File: src/rtl/eclk_switch_ctrl.sv
// Glitch-free edge-clock source change sequencer: stop the edge clock, flip
// the bridge-mux select, release the stop, then pulse DONE.
module eclk_switch_ctrl #(
  parameter int unsigned STOP_WAIT   = 4,
  parameter int unsigned SEL_WAIT    = 2,
  parameter int unsigned RESUME_WAIT = 3,
  parameter logic        INIT_SEL    = 1'b0
) (
  input  logic CLK,
  input  logic RSTN,
  input  logic LOCK,
  input  logic SWITCH_REQ,
  input  logic SWITCH_TO,
  output logic SEL,
  output logic STOP,
  output logic BUSY,
  output logic DONE
);

  localparam int unsigned MAX_SW   = (STOP_WAIT > SEL_WAIT) ? STOP_WAIT : SEL_WAIT;
  localparam int unsigned MAX_WAIT = (MAX_SW > RESUME_WAIT) ? MAX_SW : RESUME_WAIT;
  localparam int unsigned CW       = $clog2(MAX_WAIT) + 1;

  localparam logic [CW-1:0] LD_STOP   = CW'(STOP_WAIT);
  localparam logic [CW-1:0] LD_SEL    = CW'(SEL_WAIT);
  localparam logic [CW-1:0] LD_RESUME = CW'(RESUME_WAIT);

  typedef enum logic [1:0] {
    IDLE,
    HOLD_STOP,
    HOLD_SEL,
    RESUME
  } state_e;

  state_e        state_q, state_d;
  logic [CW-1:0] cnt_q, cnt_d;
  logic          tgt_q, tgt_d;
  logic          sel_q, sel_d;
  logic          stop_q, stop_d;
  logic          busy_q, busy_d;
  logic          done_q, done_d;
  logic          expired;

  always_ff @(posedge CLK or negedge RSTN) begin
    if (!RSTN) begin
      state_q <= IDLE;
      cnt_q   <= '0;
      tgt_q   <= INIT_SEL;
      sel_q   <= INIT_SEL;
      stop_q  <= 1'b0;
      busy_q  <= 1'b0;
      done_q  <= 1'b0;
    end else begin
      state_q <= state_d;
      cnt_q   <= cnt_d;
      tgt_q   <= tgt_d;
      sel_q   <= sel_d;
      stop_q  <= stop_d;
      busy_q  <= busy_d;
      done_q  <= done_d;
    end
  end

  // Counter is loaded with the full wait, so a wait of N expires on its Nth cycle.
  always_comb begin
    state_d = state_q;
    cnt_d   = cnt_q;
    tgt_d   = tgt_q;
    sel_d   = sel_q;
    stop_d  = stop_q;
    busy_d  = busy_q;
    done_d  = 1'b0;
    expired = (cnt_q <= CW'(1));

    unique case (state_q)
      IDLE: begin
        stop_d = 1'b0;
        busy_d = 1'b0;
        if (SWITCH_REQ && LOCK) begin
          if (SWITCH_TO != sel_q) begin
            tgt_d   = SWITCH_TO;
            state_d = HOLD_STOP;
            cnt_d   = LD_STOP;
            stop_d  = 1'b1;
            busy_d  = 1'b1;
          end else begin
            done_d = 1'b1;
          end
        end
      end
      HOLD_STOP: begin
        if (expired) begin
          sel_d   = tgt_q;
          state_d = HOLD_SEL;
          cnt_d   = LD_SEL;
        end else begin
          cnt_d = cnt_q - CW'(1);
        end
      end
      HOLD_SEL: begin
        if (expired) begin
          stop_d  = 1'b0;
          state_d = RESUME;
          cnt_d   = LD_RESUME;
        end else begin
          cnt_d = cnt_q - CW'(1);
        end
      end
      RESUME: begin
        if (expired) begin
          busy_d  = 1'b0;
          done_d  = 1'b1;
          state_d = IDLE;
          cnt_d   = '0;
        end else begin
          cnt_d = cnt_q - CW'(1);
        end
      end
      default: begin
        state_d = IDLE;
        cnt_d   = '0;
        stop_d  = 1'b0;
        busy_d  = 1'b0;
      end
    endcase
  end

  assign SEL  = sel_q;
  assign STOP = stop_q;
  assign BUSY = busy_q;
  assign DONE = done_q;

endmodule

File: config.mk
export PLATFORM = sky130hd
export DESIGN_NAME = eclk_switch_ctrl
export DESIGN_NICKNAME = d
export VERILOG_FILES = /design/src/rtl/eclk_switch_ctrl.sv
export SDC_FILE = /design/constraint.sdc
export NUM_CORES = 1
export LEC_CHECK = 0
export BUFFER_PORTS_ARGS = -buffer_cell sky130_fd_sc_hd__buf_2
export CORE_AREA = 2 2 50 52
export DETAILED_ROUTE_END_ITERATION = 10
export DIE_AREA = 0 0 52 54
export MAX_ROUTING_LAYER = met4
export PLACE_DENSITY = 0.43
export SLEW_MARGIN = 0
export SYNTH_ARGS = -nofsm -noshare
export SYNTH_HDL_FRONTEND = slang
export SYNTH_SLANG_ARGS = --single-unit
File: constraint.sdc
create_clock -name CLK -period 1.9 [get_ports CLK]
set_input_delay 0.285 -clock CLK [delete_from_list [all_inputs] [get_ports CLK]]
set_output_delay 0.285 -clock CLK [all_outputs]
set_load 0.005 [all_outputs]
Yosys cells after proc, flatten, opt, wreduce, memory -nomap -nowiden:

Cells that the tools add are included.

* word-level logic and storage cells: 49
* memories kept: 0
* register bits after elaboration: 10
* ROM bits: 0
* RAM bits: 0
* bits in latches: 0

* bitwise logic cells: 0
* order comparisons: 1
* multiplexer cells: 21
* divide/modulo/power cells: 0
* shift-type cells: 0
* equal/unequal tests: 9
* $mul: 0
* add/subtract/negate cells: 1
* reduce and logical (&&, ||, !) cells: 10

Operator list (count)
* $mux 3: 5
* $pmux 3 s4: 1
* $mux 2: 5
* $ne 2x2->1 const B: 5
* $pmux 2 s4: 1
* $reduce_and 2->1: 4
* $mux 1: 6
* $pmux 1 s2: 3
* $reduce_and 5->1: 1
* $eq 2x2->1 const B: 2
* $reduce_bool 2->1: 2
* $le 3x1->1 const B: 1
* $reduce_and 3->1: 1
* $sub 3x1->3 const B: 1
* $eq 2x1->1 const B: 1
* $logic_not 2->1: 1
* $logic_and 1x1->1: 1
* $ne 1x1->1: 1

Depth between registers and ports, before layout:

Gate-level depths: netlist of the first run.

* depth in word-level cells: 4
* mapped depth: 6
* depth with buffers taken out: 6

Worst setup path after synthesis of the first run:

Ideal clock, no wire load.

* path kind: flip-flop to flip-flop
* start point: register cnt_q[0]
* end point: register state_q[1]
* slack: 0.398 ns
* data required time: 1.775 ns
* period minus slack after synthesis: 1.502 ns
* arrival: 1.377 ns
* stages on the path, launching flop included: 6
* path through: dfrtp_1 -> ha_1 -> o21ba_2 -> nor2_4 -> o21ai_2 -> mux2_4

* longest elaborated chain between the ends: 3
* elaborated cells between the ends (all ways): 5

Ends and longest elaborated chain
* start: declaration: line 36 `logic [CW-1:0] cnt_q, cnt_d;`
* start signal: assignment: line 55 `cnt_q <= cnt_d;`
* $le 3x1->1 (*): line 73 `expired = (cnt_q <= CW'(1));`
* $ne 2x2->1 (no source line)
* $reduce_and 5->1 (no source line) (*)
* end signal: assignment: line 54 `state_q <= state_d;`
* end: declaration: line 35 `state_e state_q, state_d;`

Every way passes the cells marked *; elsewhere a longest branch is shown, timed or not.
A chain may end at the register's enable or synchronous reset.

Final worst setup path of the first run:

* start point: register state_q[1]
* end point: register tgt_q

* longest elaborated chain between the ends: 2

Ends and longest elaborated chain
* $logic_not 2->1: line 75 `unique case (state_q)`
* $reduce_and 3->1 (no source line)
* end signal: assignment: line 56 `tgt_q <= tgt_d;`
* end: declaration: line 37 `logic tgt_q, tgt_d;`

No other way between the ends.

==> flow_metrics.tcl, run 1 <==
set metrics [dict create \
    crit_buf_inv 2 \
    tightest_slew_ps 273.8 \
    vias 466 \
    place_inst 98 \
    viasPerCell 4.524 \
    dp_hpwl_um 1012 \
    antennaDiodeCount 0 \
    ios 9 \
    post-route-period-util 0.8500 \
    p_per_area_mw_per_mm2 1819 \
    status "complete, no violations" \
    dr.pass1.iters 3 \
    grt_usage 0.1220 \
    end_kind "register" \
    fmaxAchievable_mhz 619.2 \
    path_class "reg2reg" \
    grt_pass1_wl_um 2228 \
    period_minus_slack_ps 1615 \
    avgSynthCellArea_um2 10.59 \
    post-cts-setup-buffers 0 \
    cts_made_buffers 3 \
    die_x_um 52 \
    root_buffer "clkbuf_4" \
    routed-wl-met2_um 630 \
    hold_violations 0 \
    netlist_area_um2 635.6 \
    cap_viol_max_count 0 \
    cpPeakStageDelay_ps 430 \
    tritoncts "yes" \
    cpMostUsedCell "inv_1" \
    synth_area_leader_cell "dfrtp_1" \
    start_kind "register" \
    rsz0062_at_grt "false" \
    clk_pin_slew_ps 70 \
    grt_pass1_vias 476 \
    syn-num-nets 72 \
    ys.warnings.count 0 \
    met3_length_um 63 \
    area_delta_synth_final_pct 19.49 \
    drcViolationCount 0 \
    htreeDepth 1 \
    clock_path_buffers 2 \
    synthDominantCellAreaShare 0.3937 \
    yosysSeqAreaShare 0.3937 \
    worstSkewPairLatency_ps 270 \
    clock-skew-final_ps 3.666 \
    drv_slew 0 \
    relSlewSlack 0.8151 \
    drt_iter0_markers 7 \
    tns_ps 0 \
    fin_nets 86 \
    antenna_found_initial 0 \
    layout.cells.non_filler 103 \
    cp_top_family "flip-flops" \
    initial_core_util 0.2740 \
    ys_seq_elements 10 \
    final.fill_count 250 \
    finalPower_w 0.001381 \
    overflow 0 \
    postRouteAntennaNets 0 \
    drt-met1-wl_um 567 \
    postSynthCellCount 60 \
    gp_routability_congestion 0.6941 \
    drt-wirelength-per-cell_um 12.42 \
    fp.dieH_um 54 \
    final-seq-area_um2 250.2 \
    cellLeakagePower_nw 0.3548 \
    drive_gt1_frac 0.3014 \
    setup_violations 0 \
    worst-path-max-fanout 4 \
    drt-total-wl_um 1279 \
    core_area_mm2 0.002320 \
    die_area_mm2 0.002808 \
    multi_input_area_um2 366.6 \
    synth.distinct_cells 24 \
    clock_sinks 10 \
    crit_chain "inv_1, ha_1, inv_1, nor3_2, mux2_2" \
    crit_required_ps 2060 \
    crit_arrival_ps 1770 \
    top_layer "met4" \
    grt_start_max_net_pins 11 \
    hp-class "in2reg" \
    crit_path_top_delay_cell "dfrtp_1" \
    io_buffers 8 \
    rows 18 \
    yosys-top-cells-area "dfrtp_1 39%, ha_1 14%, nand2_1 4.1%, mux2_2 3.5%, mux2i_1 3.1%" \
    vdd_drop_max_mv 0.7057 \
]
-- registers in the layout, indices dropped and copies added, names as in the netlist --
register and cells:
SEL 1, DONE 1, tgt_q 1, state_q 2
STOP 1, cnt_q 3, BUSY 1
-- cells in the mapped netlist --
library cell	count
a21oi_1	3
a22o_1	1
dfrtp_1	10
ha_1	7
inv_1	5
mux2_2	2
mux2_4	1
mux2i_1	2
nand2_1	7
nand4_1	1
nor2_1	3
nor2_4	1
nor3_1	2
nor3_2	1
nor3_4	1
nor4b_1	1
nor4bb_1	1
o21a_1	1
o21ai_0	3
o21ai_2	2
o21ba_2	1
o22ai_1	2
o41ai_1	1
xnor2_2	1
-- final timing paths --
| kind | startpoint | endpoint | slack, ps | depth (start not counted) |
|---|---|---|---|---|
| max | state_q[1]$_DFFE_PN0P_ | tgt_q$_DFFE_PN0P_ | 290 | 5 |
| min in group asynchronous | RSTN | cnt_q[2]$_DFFE_PN0P_ | 410 | 2 |
| max reg2reg | state_q[1]$_DFFE_PN0P_ | tgt_q$_DFFE_PN0P_ | 290 | 5 |
| max in group asynchronous | RSTN | cnt_q[0]$_DFFE_PN0P_ | 1280 | 2 |
| min reg2reg | tgt_q$_DFFE_PN0P_ | tgt_q$_DFFE_PN0P_ | 510 | 1 |
| min | LOCK | DONE$_DFF_PN0_ | 280 | 3 |
-- through the flow --
stage	hold WS, ps	instance area, µm²	setup WS (ps)	utilization
finish	284.3	759.5	285.1	0.3274
global route	292.4	759.5	158.6	0.3274
CTS	275.2	759.5	283.9	0.3274
detailed placement	172.7	713.2	290.3	0.3074
global placement	172.4	713.2	285.4	0.3074
floorplan	-10.59	635.6	398.2	-
-- logic make-up after synthesis --
| group | share of synthesized area |
|---|---|
| flip-flops | 0.3937 |
| buffers and inverters | 0.02953 |
| XOR/XNOR | 0.02560 |
| multiplexers | 0.09054 |
| adder cells (fa/ha/maj) | 0.1378 |
| AO/OA/AOI/OAI | 0.1496 |
| AND/OR/NAND/NOR | 0.1733 |
-- cell type report --
cell class,count,share of cell area
multi-input combinational,45,0.4827
sequential,10,0.3295
timing repair buffer,9,0.06590
tap,30,0.04942
clock buffer,4,0.04778
inverter,5,0.02471
-- power breakdown --
part | switching (W) | total (W) | internal (W)
Combinational | 0.000412 | 0.000780 | 0.000368
Clock | 0.0000772 | 0.000194 | 0.000116
Sequential | 0.0000907 | 0.000408 | 0.000317
-- tightest hold or removal path, cell delays in order --
cell and delay [ps]:
buf_2 100, nand4_1 60, a21oi_1 60
-- cells in the final DEF, fill, tap and decap left out, drive strengths merged --
master / count
o41ai: 1
mux2: 3
inv: 5
nor2: 4
dfrtp: 10
o21a: 1
xnor2: 1
nor4b: 1
o21ba: 1
nand4: 1
a21oi: 3
ha: 7
nor4bb: 1
o22ai: 2
nor3: 4
mux2i: 2
clkbuf: 4
o21ai: 5
a22o: 1
buf: 8
dlygate4sd3: 1
nand2: 7
-- metal layers --
| layer | vias up | GRT usage |
|---|---|---|
| li1 | 240 | - |
| met1 | 217 | 0.1279 |
| met2 | 7 | 0.1899 |
| met3 | 2 | 0.06667 |
| met4 | 0 | 0.05263 |
| met5 | - | - |
-- what timing repair did --
action / 4_1_cts / 5_1_grt
hold buffers: 1 / 0
hold endpoints to repair: 10 / 0
gates resized for setup: 0 / 0
endpoints found under the setup margin: 0 / 0
Power figures use the tool's default switching activity.
==> inputs of run 2 (changes only) <==
--- a/config.mk
+++ b/config.mk
@@ -5,12 +5,13 @@
 export SDC_FILE = /design/constraint.sdc
 export NUM_CORES = 1
 export LEC_CHECK = 0
+export ABC_AREA = 1
 export BUFFER_PORTS_ARGS = -buffer_cell sky130_fd_sc_hd__buf_2
-export CORE_AREA = 2 2 50 52
+export CORE_AREA = 2 2 51 53
 export DETAILED_ROUTE_END_ITERATION = 10
-export DIE_AREA = 0 0 52 54
+export DIE_AREA = 0 0 53 55
 export MAX_ROUTING_LAYER = met4
-export PLACE_DENSITY = 0.43
+export PLACE_DENSITY = 0.45
 export SLEW_MARGIN = 0
 export SYNTH_ARGS = -nofsm -noshare
 export SYNTH_HDL_FRONTEND = slang
==> constraint.sdc (replaced) <==
create_clock -name CLK -period 1.4 [get_ports CLK]
set_input_delay 0.21 -clock CLK [delete_from_list [all_inputs] [get_ports CLK]]
set_output_delay 0.21 -clock CLK [all_outputs]
set_load 0.005 [all_outputs]
==> flow_metrics.tcl, run 2 <==
set metrics [dict create \
    status "complete, no violations" \
    grt_pass1_wl_um 2511 \
    final-seq-area_um2 250.2 \
    drv_slew 0 \
    drt-met1-wl_um 667 \
    fin_nets 112 \
    viasPerCell 4.406 \
    mostFrequentLayoutCells "18 x nand2_1, 11 x nand3_1, 10 x dfrtp_1" \
    drt_iter0_markers 5 \
    antenna_found_initial 0 \
    avgSynthCellArea_um2 8.014 \
    grt_pass1_vias 559 \
    swShare 0.4663 \
    dr.pass1.iters 4 \
    crit_arrival_ps 1430 \
    met3_length_um 34 \
    vdd_drop_max_mv 0.9415 \
    io_buffers 8 \
    async_flop_share 1.000 \
    fp.dieH_um 55 \
    setup_violations 0 \
    worst-path-max-fanout 4 \
    pwr-share-seq 0.285 \
    die_area_mm2 0.002915 \
    dp_hpwl_um 1094 \
    tritoncts "yes" \
    period_minus_slack_ps 1276 \
    netSwitchingPower_w 0.0008591 \
    end_kind "register" \
    htreeDepth 1 \
    postPlaceCellArea_um2 765.7 \
    post-route-period-util 0.9116 \
    synth.distinct_cells 19 \
    ys.warnings.count 0 \
    drt-wirelength-per-cell_um 10.46 \
    tightest_slew_ps 251.3 \
    routed-wl-met2_um 609 \
    intPower_w 0.0009832 \
    rows 18 \
    synthDominantCellAreaShare 0.3717 \
    grt_usage 0.1218 \
    largest_register_ffs 3 \
    path_class "reg2reg" \
    ys_seq_elements 10 \
    relSlewSlack 0.8325 \
    cap_viol_max_count 0 \
    top_regs "cnt_q (3), state_q (2)" \
    multi_input_area_um2 400.4 \
    clk_pin_slew_ps 70 \
    synth_edf_count 0 \
    synth_ff_type "dfrtp_1" \
    area_delta_synth_final_pct 20.82 \
    finalPower_w 0.001842 \
    postSynthCellCount 84 \
    power_frac_comb 0.606 \
    final.fill_count 252 \
    root_buffer "clkbuf_4" \
    syn-num-nets 96 \
    overflow 0 \
    hold_violations 0 \
    post-cts-setup-buffers 0 \
    p_per_area_mw_per_mm2 2265 \
    grt_start_max_net_pins 11 \
    largest-register "cnt_q" \
    yosysSeqAreaShare 0.3717 \
    final_common_cell "nand2_1" \
    clock_path_buffers 2 \
    gp_routability_congestion 0.7803 \
    cellLeakagePower_nw 0.4204 \
    cts_made_buffers 3 \
    top_layer "met4" \
    synth_common_cells "19 x nand2_1, 11 x nand3_1, 10 x dfrtp_1" \
    crit_required_ps 1550 \
    place_inst 124 \
    core_area_mm2 0.002365 \
    layout.cells.non_filler 128 \
    initial_core_util 0.2847 \
    clkPwrFrac 0.109 \
    drcViolationCount 0 \
    drt-total-wl_um 1339 \
    drive_gt1_frac 0.3367 \
    synth.most_common_cell "nand2_1" \
    vias 564 \
    fmaxAchievable_mhz 783.5 \
    clock-skew-final_ps 0.9656 \
    antennaDiodeCount 0 \
    synth_area_leader_cell "dfrtp_1" \
    ios 9 \
    start_kind "register" \
    netlist_area_um2 673.1 \
    design_area_um2 813.3 \
    hp-class "in2reg" \
    worstSkewPairLatency_ps 260 \
    die_x_um 53 \
    yosys-top-cells-area "dfrtp_1 37%, ha_1 13%, nand2_1 11%, nand3_1 8.2%, nand2_2 5.6%" \
    postRouteAntennaNets 0 \
    clock_sinks 10 \
]
==> run 2: changes by cell type in the layout (fill, tap and decap cells not counted), sizes merged, moves of 3 or more <==
| cell | change |
|---|---|
| nand2 | +19 |
| nand3 | +13 |
| inv | +5 |
| nor2 | +4 |
| nor3 | -4 |
| mux2 | -3 |
==> run 2: per-layer routing <==
metal | vias to the layer above | GRT usage
li1 | 299 | -
met1 | 253 | 0.1620
met2 | 8 | 0.1875
met3 | 4 | 0.01613
met4 | 0 | 0.05128
met5 | - | -
==> run 2: power by group through the flow <==
stage / clock, W / combinational (W) / sequential (W)
after global placement: 0 / 0.00109 / 0.000527
after floorplan: 0 / 0.000813 / 0.000517
after detailed placement: 0 / 0.00109 / 0.000529
after CTS: 0.000209 / 0.00110 / 0.000523
after global routing: 0.000218 / 0.00131 / 0.000550
final: 0.000201 / 0.00112 / 0.000525
==> run 2: final cells by class <==
type | instances | share of cell area
multi-input cells | 64 | 0.4923
repair buffers | 11 | 0.08000
clock buffers | 3 | 0.02769
well taps | 30 | 0.04615
inverters | 10 | 0.04615
flip-flops and latches | 10 | 0.3077
==> run 2: stage by stage <==
stage / hold WS [ps] / TNS [ps] / worst slack [ps] / util
after floorplan: -85.59 / 0 / 134.9 / -
after global placement: 92.60 / 0 / 95.97 / 0.3238
after detailed placement: 95.65 / 0 / 60.07 / 0.3238
after CTS: 244.1 / 0 / 47.20 / 0.3376
after global routing: 303.0 / -35.92 / -18.45 / 0.3439
final: 246.5 / 0 / 123.7 / 0.3439
==> run 2: kinds of logic (layout without fill, tap and decap cells) <==
family          after synthesis  after routing  synth area share
compound gates                7              7           0.05575
xor+xnor                      1              1           0.01301
fa+ha+maj                     7              7            0.1301
buf+inv                      10             24           0.05577
flops                        10             10            0.3717
simple gates                 49             49            0.3736
==> run 2: worst paths after layout <==
| check | slack [ps] | from | cells past startpoint | end |
|---|---|---|---|---|
| min reg2reg | 500 | tgt_q$_DFFE_PN0P_ | 2 | tgt_q$_DFFE_PN0P_ |
| min in group asynchronous | 340 | RSTN | 2 | tgt_q$_DFFE_PN0P_ |
| max | 120 | state_q[1]$_DFFE_PN0P_ | 8 | state_q[0]$_DFFE_PN0P_ |
| max reg2reg | 120 | state_q[1]$_DFFE_PN0P_ | 8 | state_q[0]$_DFFE_PN0P_ |
| max in group asynchronous | 860 | RSTN | 2 | cnt_q[2]$_DFFE_PN0P_ |
| min | 250 | SWITCH_TO | 3 | tgt_q$_DFFE_PN0P_ |
==> run 2: timing repair <==
action | CTS | global route
endpoints found under the hold margin | 10 | 0
gates resized for setup | 0 | 7
setup endpoints to repair | 0 | 6
hold buffers | 1 | 0
==> run 2: worst max-delay path: stages (launching register included) <==
cell and delay [ps]:
dfrtp_1 410, inv_1 100, ha_2 190, nor2_2 110, nand2_2 70, nand3_2 100, nand2_2 80, nand2_1 50
o21ai_1 60
